==> src/rtl/shad_reg_scan_ctrl.sv <==
// Capture/shift sequencer for a shadow-register pair; optional periodic capture under SHAD_SCAN_CTRL_AUTO_CAPTURE_EN.
// Latency cap_req->rd_valid WIDTH+2 cycles; rd_valid holds in DONE until rd_ack, new requests wait for IDLE.
module shad_reg_scan_ctrl #(
    parameter int WIDTH  = 8,
    parameter bit RECIRC = 1'b1
`ifdef SHAD_SCAN_CTRL_AUTO_CAPTURE_EN
    ,
    parameter int AUTO_PERIOD = 1024
`endif
) (
    input  logic             sys_clk,
    input  logic             reset,
    input  logic             cap_req,
    output logic             cap_busy,
    output logic             rd_valid,
    output logic [WIDTH-1:0] rd_data,
    input  logic             rd_ack,
    output logic             shad_ce,
    output logic             shad_se,
    output logic             shad_si,
    input  logic             shad_so
`ifdef SHAD_SCAN_CTRL_AUTO_CAPTURE_EN
    ,
    input  logic             auto_en,
    output logic             auto_ovf
`endif
);
    localparam int CNT_W = $clog2(WIDTH + 1);

    typedef enum logic [1:0] {IDLE, CAP, SHIFT, DONE} state_t;

    state_t           state_q, state_d;
    logic [CNT_W-1:0] cnt_q, cnt_d;
    logic [WIDTH-1:0] rd_data_q, rd_data_d;
    logic             start_req;

`ifdef SHAD_SCAN_CTRL_AUTO_CAPTURE_EN
    localparam int AP_W = (AUTO_PERIOD > 1) ? $clog2(AUTO_PERIOD) : 1;

    logic [AP_W-1:0] ap_cnt_q;
    logic            pend_q, ovf_q;
    logic            wrap, post;

    assign wrap = (ap_cnt_q == AP_W'(AUTO_PERIOD - 1));
    assign post = wrap && auto_en;

    // A pending request is consumed in IDLE; a wrap landing on an unconsumed one is an overflow.
    always_ff @(posedge sys_clk or negedge reset) begin
        if (!reset) begin
            ap_cnt_q <= '0;
            pend_q   <= 1'b0;
            ovf_q    <= 1'b0;
        end else begin
            ap_cnt_q <= wrap ? '0 : ap_cnt_q + AP_W'(1);
            pend_q   <= post || (pend_q && (state_q != IDLE));
            if (post && pend_q && (state_q != IDLE))
                ovf_q <= 1'b1;
        end
    end

    assign start_req = cap_req || pend_q;
    assign auto_ovf  = ovf_q;
`else
    assign start_req = cap_req;
`endif

    always_ff @(posedge sys_clk or negedge reset) begin
        if (!reset) begin
            state_q   <= IDLE;
            cnt_q     <= '0;
            rd_data_q <= '0;
        end else begin
            state_q   <= state_d;
            cnt_q     <= cnt_d;
            rd_data_q <= rd_data_d;
        end
    end

    always_comb begin
        state_d   = state_q;
        cnt_d     = cnt_q;
        rd_data_d = rd_data_q;
        case (state_q)
            IDLE: begin
                if (start_req)
                    state_d = CAP;
            end
            CAP: begin
                cnt_d   = CNT_W'(WIDTH);
                state_d = SHIFT;
            end
            SHIFT: begin
                // Shadow MSB appears on SO first, so the word fills from the LSB side.
                rd_data_d = {rd_data_q[WIDTH-2:0], shad_so};
                cnt_d     = cnt_q - CNT_W'(1);
                if (cnt_q == CNT_W'(1))
                    state_d = DONE;
            end
            DONE: begin
                if (rd_ack)
                    state_d = IDLE;
            end
            default: state_d = IDLE;
        endcase
    end

    assign cap_busy = (state_q != IDLE);
    assign rd_valid = (state_q == DONE);
    assign rd_data  = rd_data_q;
    assign shad_ce  = (state_q == CAP) || (state_q == SHIFT);
    assign shad_se  = (state_q == SHIFT);
    assign shad_si  = (state_q == SHIFT) && RECIRC && shad_so;

endmodule
==> config.mk <==
export PLATFORM = sky130hd
export DESIGN_NAME = shad_reg_scan_ctrl
export DESIGN_NICKNAME = d
export VERILOG_FILES = /design/src/rtl/shad_reg_scan_ctrl.sv
export SDC_FILE = /design/constraint.sdc
export NUM_CORES = 1
export LEC_CHECK = 0
export CORE_MARGIN = 5
export CORE_UTILIZATION = 50
export CTS_BUF_LIST = sky130_fd_sc_hd__clkbuf_4
export CTS_CLUSTER_SIZE = 30
export DETAILED_ROUTE_END_ITERATION = 8
export HOLD_SLACK_MARGIN = 0.1
export PLACE_DENSITY = 0.82
export SETUP_SLACK_MARGIN = 0.15
export SLEW_MARGIN = 15
export SYNTH_ARGS = -nofsm -noshare
export SYNTH_HDL_FRONTEND = slang
export SYNTH_SLANG_ARGS = --single-unit
==> constraint.sdc <==
create_clock -name sys_clk -period 3.2 [get_ports sys_clk]
set_clock_uncertainty 0.15 [all_clocks]
set_input_delay 0.8 -clock sys_clk [delete_from_list [all_inputs] [get_ports sys_clk]]
set_output_delay 0.8 -clock sys_clk [all_outputs]
set_load 0.02 [all_outputs]
After elaboration in Yosys (flattened, before gate mapping):

Cells that the tools add are included.

* flip-flop bits (word level): 14
* bits in latches: 0
* memory bits (writable): 0
* ROM bits: 0
* bits of input ports: 5
* output and inout port bits: 13
* logic and storage cells: 22
* memories: 0

* add/subtract/negate cells: 1
* $mul: 0
* divide/modulo/power cells: 0
* order comparisons: 0
* eq/ne operators: 7
* shifts and indexed selects: 0
* multiplexer cells: 5
* bitwise gates (word level): 0
* reductions and logical operators: 6

Operators with widths (count)
* $pmux 2 s4: 1
* $pmux 4 s2: 1
* $mux 2: 3
* $eq 2x2->1 const B: 2
* $eq 4x1->1 const B: 1
* $ne 2x1->1 const B: 2
* $reduce_bool 2->1: 2
* $sub 4x1->4 const B: 1
* $reduce_and 3->1: 1
* $eq 2x1->1 const B: 1
* $logic_not 2->1: 1
* $ne 2x2->1 const B: 1
* $logic_and 1x1->1: 1
* $logic_or 1x1->1: 1

Logic depth before layout (Yosys ltp):

* depth after elaboration: 3
* gate-level depth with buffers: 6
* mapped depth without buffers: 5

Least setup slack after synthesis:

No wires, ideal clock.

* kind: register to output
* from: reg state_q[0]
* to: out shad_si
* arrival: 1.578 ns
* required time: 2.250 ns
* slack: 0.672 ns
* stages on the path, launching flop included: 6
* path buffers: 2
* path through: dfrtp_1 inv_1 ha_1 clkbuf_1 clkbuf_1 and2_1

* cells in the longest elaborated chain, start to end: 2

RTL lines
* start: declaration: line 32 `state_t state_q, state_d;`
* start signal: assignment: line 73 `state_q <= state_d;`
* $eq 2x2->1
* net shad_se: line 19 `output logic shad_se,`
* $logic_and 1x1->1: line 112 `assign shad_si = (state_q == SHIFT) && RECIRC && shad_so;`
* end: declaration: line 20 `output logic shad_si,`

The timed path passes the listed nets, and every way through them passes these cells.

Final worst setup path:

* from: in shad_so
* to: out shad_si

* cells in the longest elaborated chain, start to end: 1

RTL lines
* start: declaration: line 21 `input logic shad_so`
* $logic_and 1x1->1: line 112

No other way between the ends.

==> metrics.txt <==
outcome complete, no violations; global-route wire length before repair 2100 um; clock sinks 14; Detailed Route Iter0 Violations 3; core area 1300 um^2; grt peak-use layer met2; synthesis warning total 0; RSZ-0062 raised after global routing no; placed insts 88; FF-to-FF setup slack 1180 ps; Area contributors post-synth dfrtp_1 51%, mux2_2 13%, ha_1 11%; grt met1 use 14.6%; Fmax 0.342 GHz; I/O Buffers 17; initial core utilization 52.7%; layout cells sized above 1 16.9%; Period minus WS final 2920 ps; Post-CTS Resized 0; H-tree depth 1; drt wl/cell 13.4 um; Worst-Margin Slew 598 ps; Crit. End Element output pin; Worst Path Required 2250 ps; vias in the first global route 504; First-pass DRT Iterations 2; Die Ht 47.0 um; Crit Path Max Fanout 2; num rows 13; largest net degree at the start of global routing 15; global routing usage on met2 24.9%; hold endpoint rd_data[7]; leakage 0.395 nW; antenna viol nets, final 0; R2R depth 5; final wirelength 1240 um; Synthesized Nets 69; number of setup violations in the final report 0; Detailed Place HPWL 931 um; critical path launch point type input port; Slew HR 60.0%; TritonCTS clock tree built; Cell variety after synth 22; WHS Path Cells 1; clock-pin slew on the worst setup and hold paths 80 ps; DP Area 871 um^2; PD cells 1190 nW/um^2; sequential-to-total area share from yosys stat 51.1%; Avg Inst Size Synth 11.8 um^2; Die ar. 2210 um^2; worst r2r dst state_q[1]; RR Startpoint state_q[0]; Hold Path Origin rd_data[7]; nets@finish 89; chip width 47.0 um; Hold Buf Count CTS 0; area growth from synthesis to final layout 30.8%; Design Area, Final 897 um^2; Yosys top cell area share 51.1%; Worst-Skew Late Latency 270 ps; Post CTS Setup Buffer Count 0; RD Place Congestion 0.665; WS Path Type in -> out; area leader, netlist dfrtp_1; Final Slew Violations 0; Mapped Area 686 um^2; Setup WS post-layout 277 ps; Tot GR Track Use 14.0%; min-delay worst type reg -> reg; Via density 5.16; # DRC 0; fin cells 92; initial antenna violation count 0; io pins 18; vias 475; Synth Register Bits 14; Peak VDD IR 0.000606 V; max cap viols 0; fin crit share 91.3%; met3 Use GR 3.83%; Post-Syn Instances 58; setup_tns 0 ps; CTS buffer count 3; clk root buf clkbuf_4; DP Worst Slack 268 ps; Hold Vio Cnt, Final 0; ANT cells 0; global route overflow 0; CP arrival 1970 ps; Longest Clk Path Bufs 2
## worst max-delay path, stage by stage
cell,delay (ps)
clkdlybuf4s50_1,460
and2_1,120
clkdlybuf4s50_1,590
## worst max path at each step
| stage | from | cells past startpoint | to | slack (ps) |
|---|---|---|---|---|
| 3_3_place_gp | shad_so | 3 | shad_si | 270 |
| 4_1_cts | shad_so | 3 | shad_si | 270 |
| 5_1_grt | state_q[0] | 4 | shad_si | 230 |
| 2_1_floorplan | state_q[0] | 5 | shad_si | 670 |
| 6_report | shad_so | 3 | shad_si | 280 |
| 3_5_place_dp | shad_so | 3 | shad_si | 270 |
## through the flow
| step | total power [mW] | hold WS [ps] | util (%) |
|---|---|---|---|
| floorplan | 0.732 | 354 | - |
| global placement | 0.960 | 340 | 66.9 |
| detailed placement | 0.983 | 346 | 66.9 |
| CTS | 1.08 | 365 | 68.9 |
| global route | 1.16 | 379 | 68.9 |
| finish | 1.07 | 359 | 68.9 |
## flip-flops by register name (all words and copies together) (netlist names)
| signal | flops |
|---|---|
| rd_data | 8 |
| cnt_q | 4 |
| state_q | 2 |
## cells by family after synthesis
group           count (synthesis)  synth area share [%]
flops                          14                  51.1
buf+inv                        11                  6.20
fa+ha+maj                       6                  10.9
simple gates                    9                  7.48
mux                            10                  16.2
compound gates                  8                  8.03
## power breakdown
| group | switching [mW] | leakage (nW) | internal [mW] | total (mW) |
|---|---|---|---|---|
| Sequential | 0.0604 | 0.166 | 0.264 | 0.324 |
| Combinational | 0.321 | 0.213 | 0.329 | 0.650 |
| Clock | 0.0503 | 0.0154 | 0.0450 | 0.0953 |
| Total | 0.431 | 0.395 | 0.638 | 1.07 |
## cell usage after synthesis
cell and n:
a222oi_1 1, mux2_1 1, o21ai_0 3, or3b_1 1, and2_1 1, dfrtp_1 14, a2bb2oi_1 1, clkinvlp_2 1
mux2_2 8, a21oi_1 1, clkbuf_1 2, nand3_1 1, inv_1 7, mux2i_1 1, buf_1 1, a22oi_1 1
nor2_1 2, ha_1 6, nand2_1 1, nand3b_1 2, o2bb2ai_1 1, nor3_1 1
## layer usage
metal | up-vias | wire (um)
met2 | 14 | 598
met1 | 223 | 561
met5 | - | 0
li1 | 236 | -
met3 | 2 | 63
met4 | 0 | 13
## layout make-up
cell class	instances	area, um^2
clock buffer	3	22.5
clock inverter	1	3.75
fill	114	404
inverter	8	31.3
multi-input combinational	33	293
sequential	14	350
tap	15	18.8
timing repair buffer	18	178
## layout by cell type (no fill, tap or decap)
cell type        netlist  layout
nand2_1                1       1
nand3b_1               2       2
clkinv_1               0       1
a22oi_1                1       1
clkbuf_4               0       3
clkinvlp_2             1       1
inv_1                  7       7
a222oi_1               1       1
ha_1                   6       6
a21oi_1                1       1
clkdlybuf4s50_1        0      17
nor3_1                 1       1
o2bb2ai_1              1       1
a2bb2oi_1              1       1
dfrtp_1               14      14
buf_4                  0       1
mux2i_1                1       1
or3b_1                 1       1
mux2_2                 8       8
nand3_1                1       1
and2_1                 1       1
mux2_1                 1       1
nor2_1                 2       2
o21ai_0                3       3
Power figures use the tool's default switching activity.
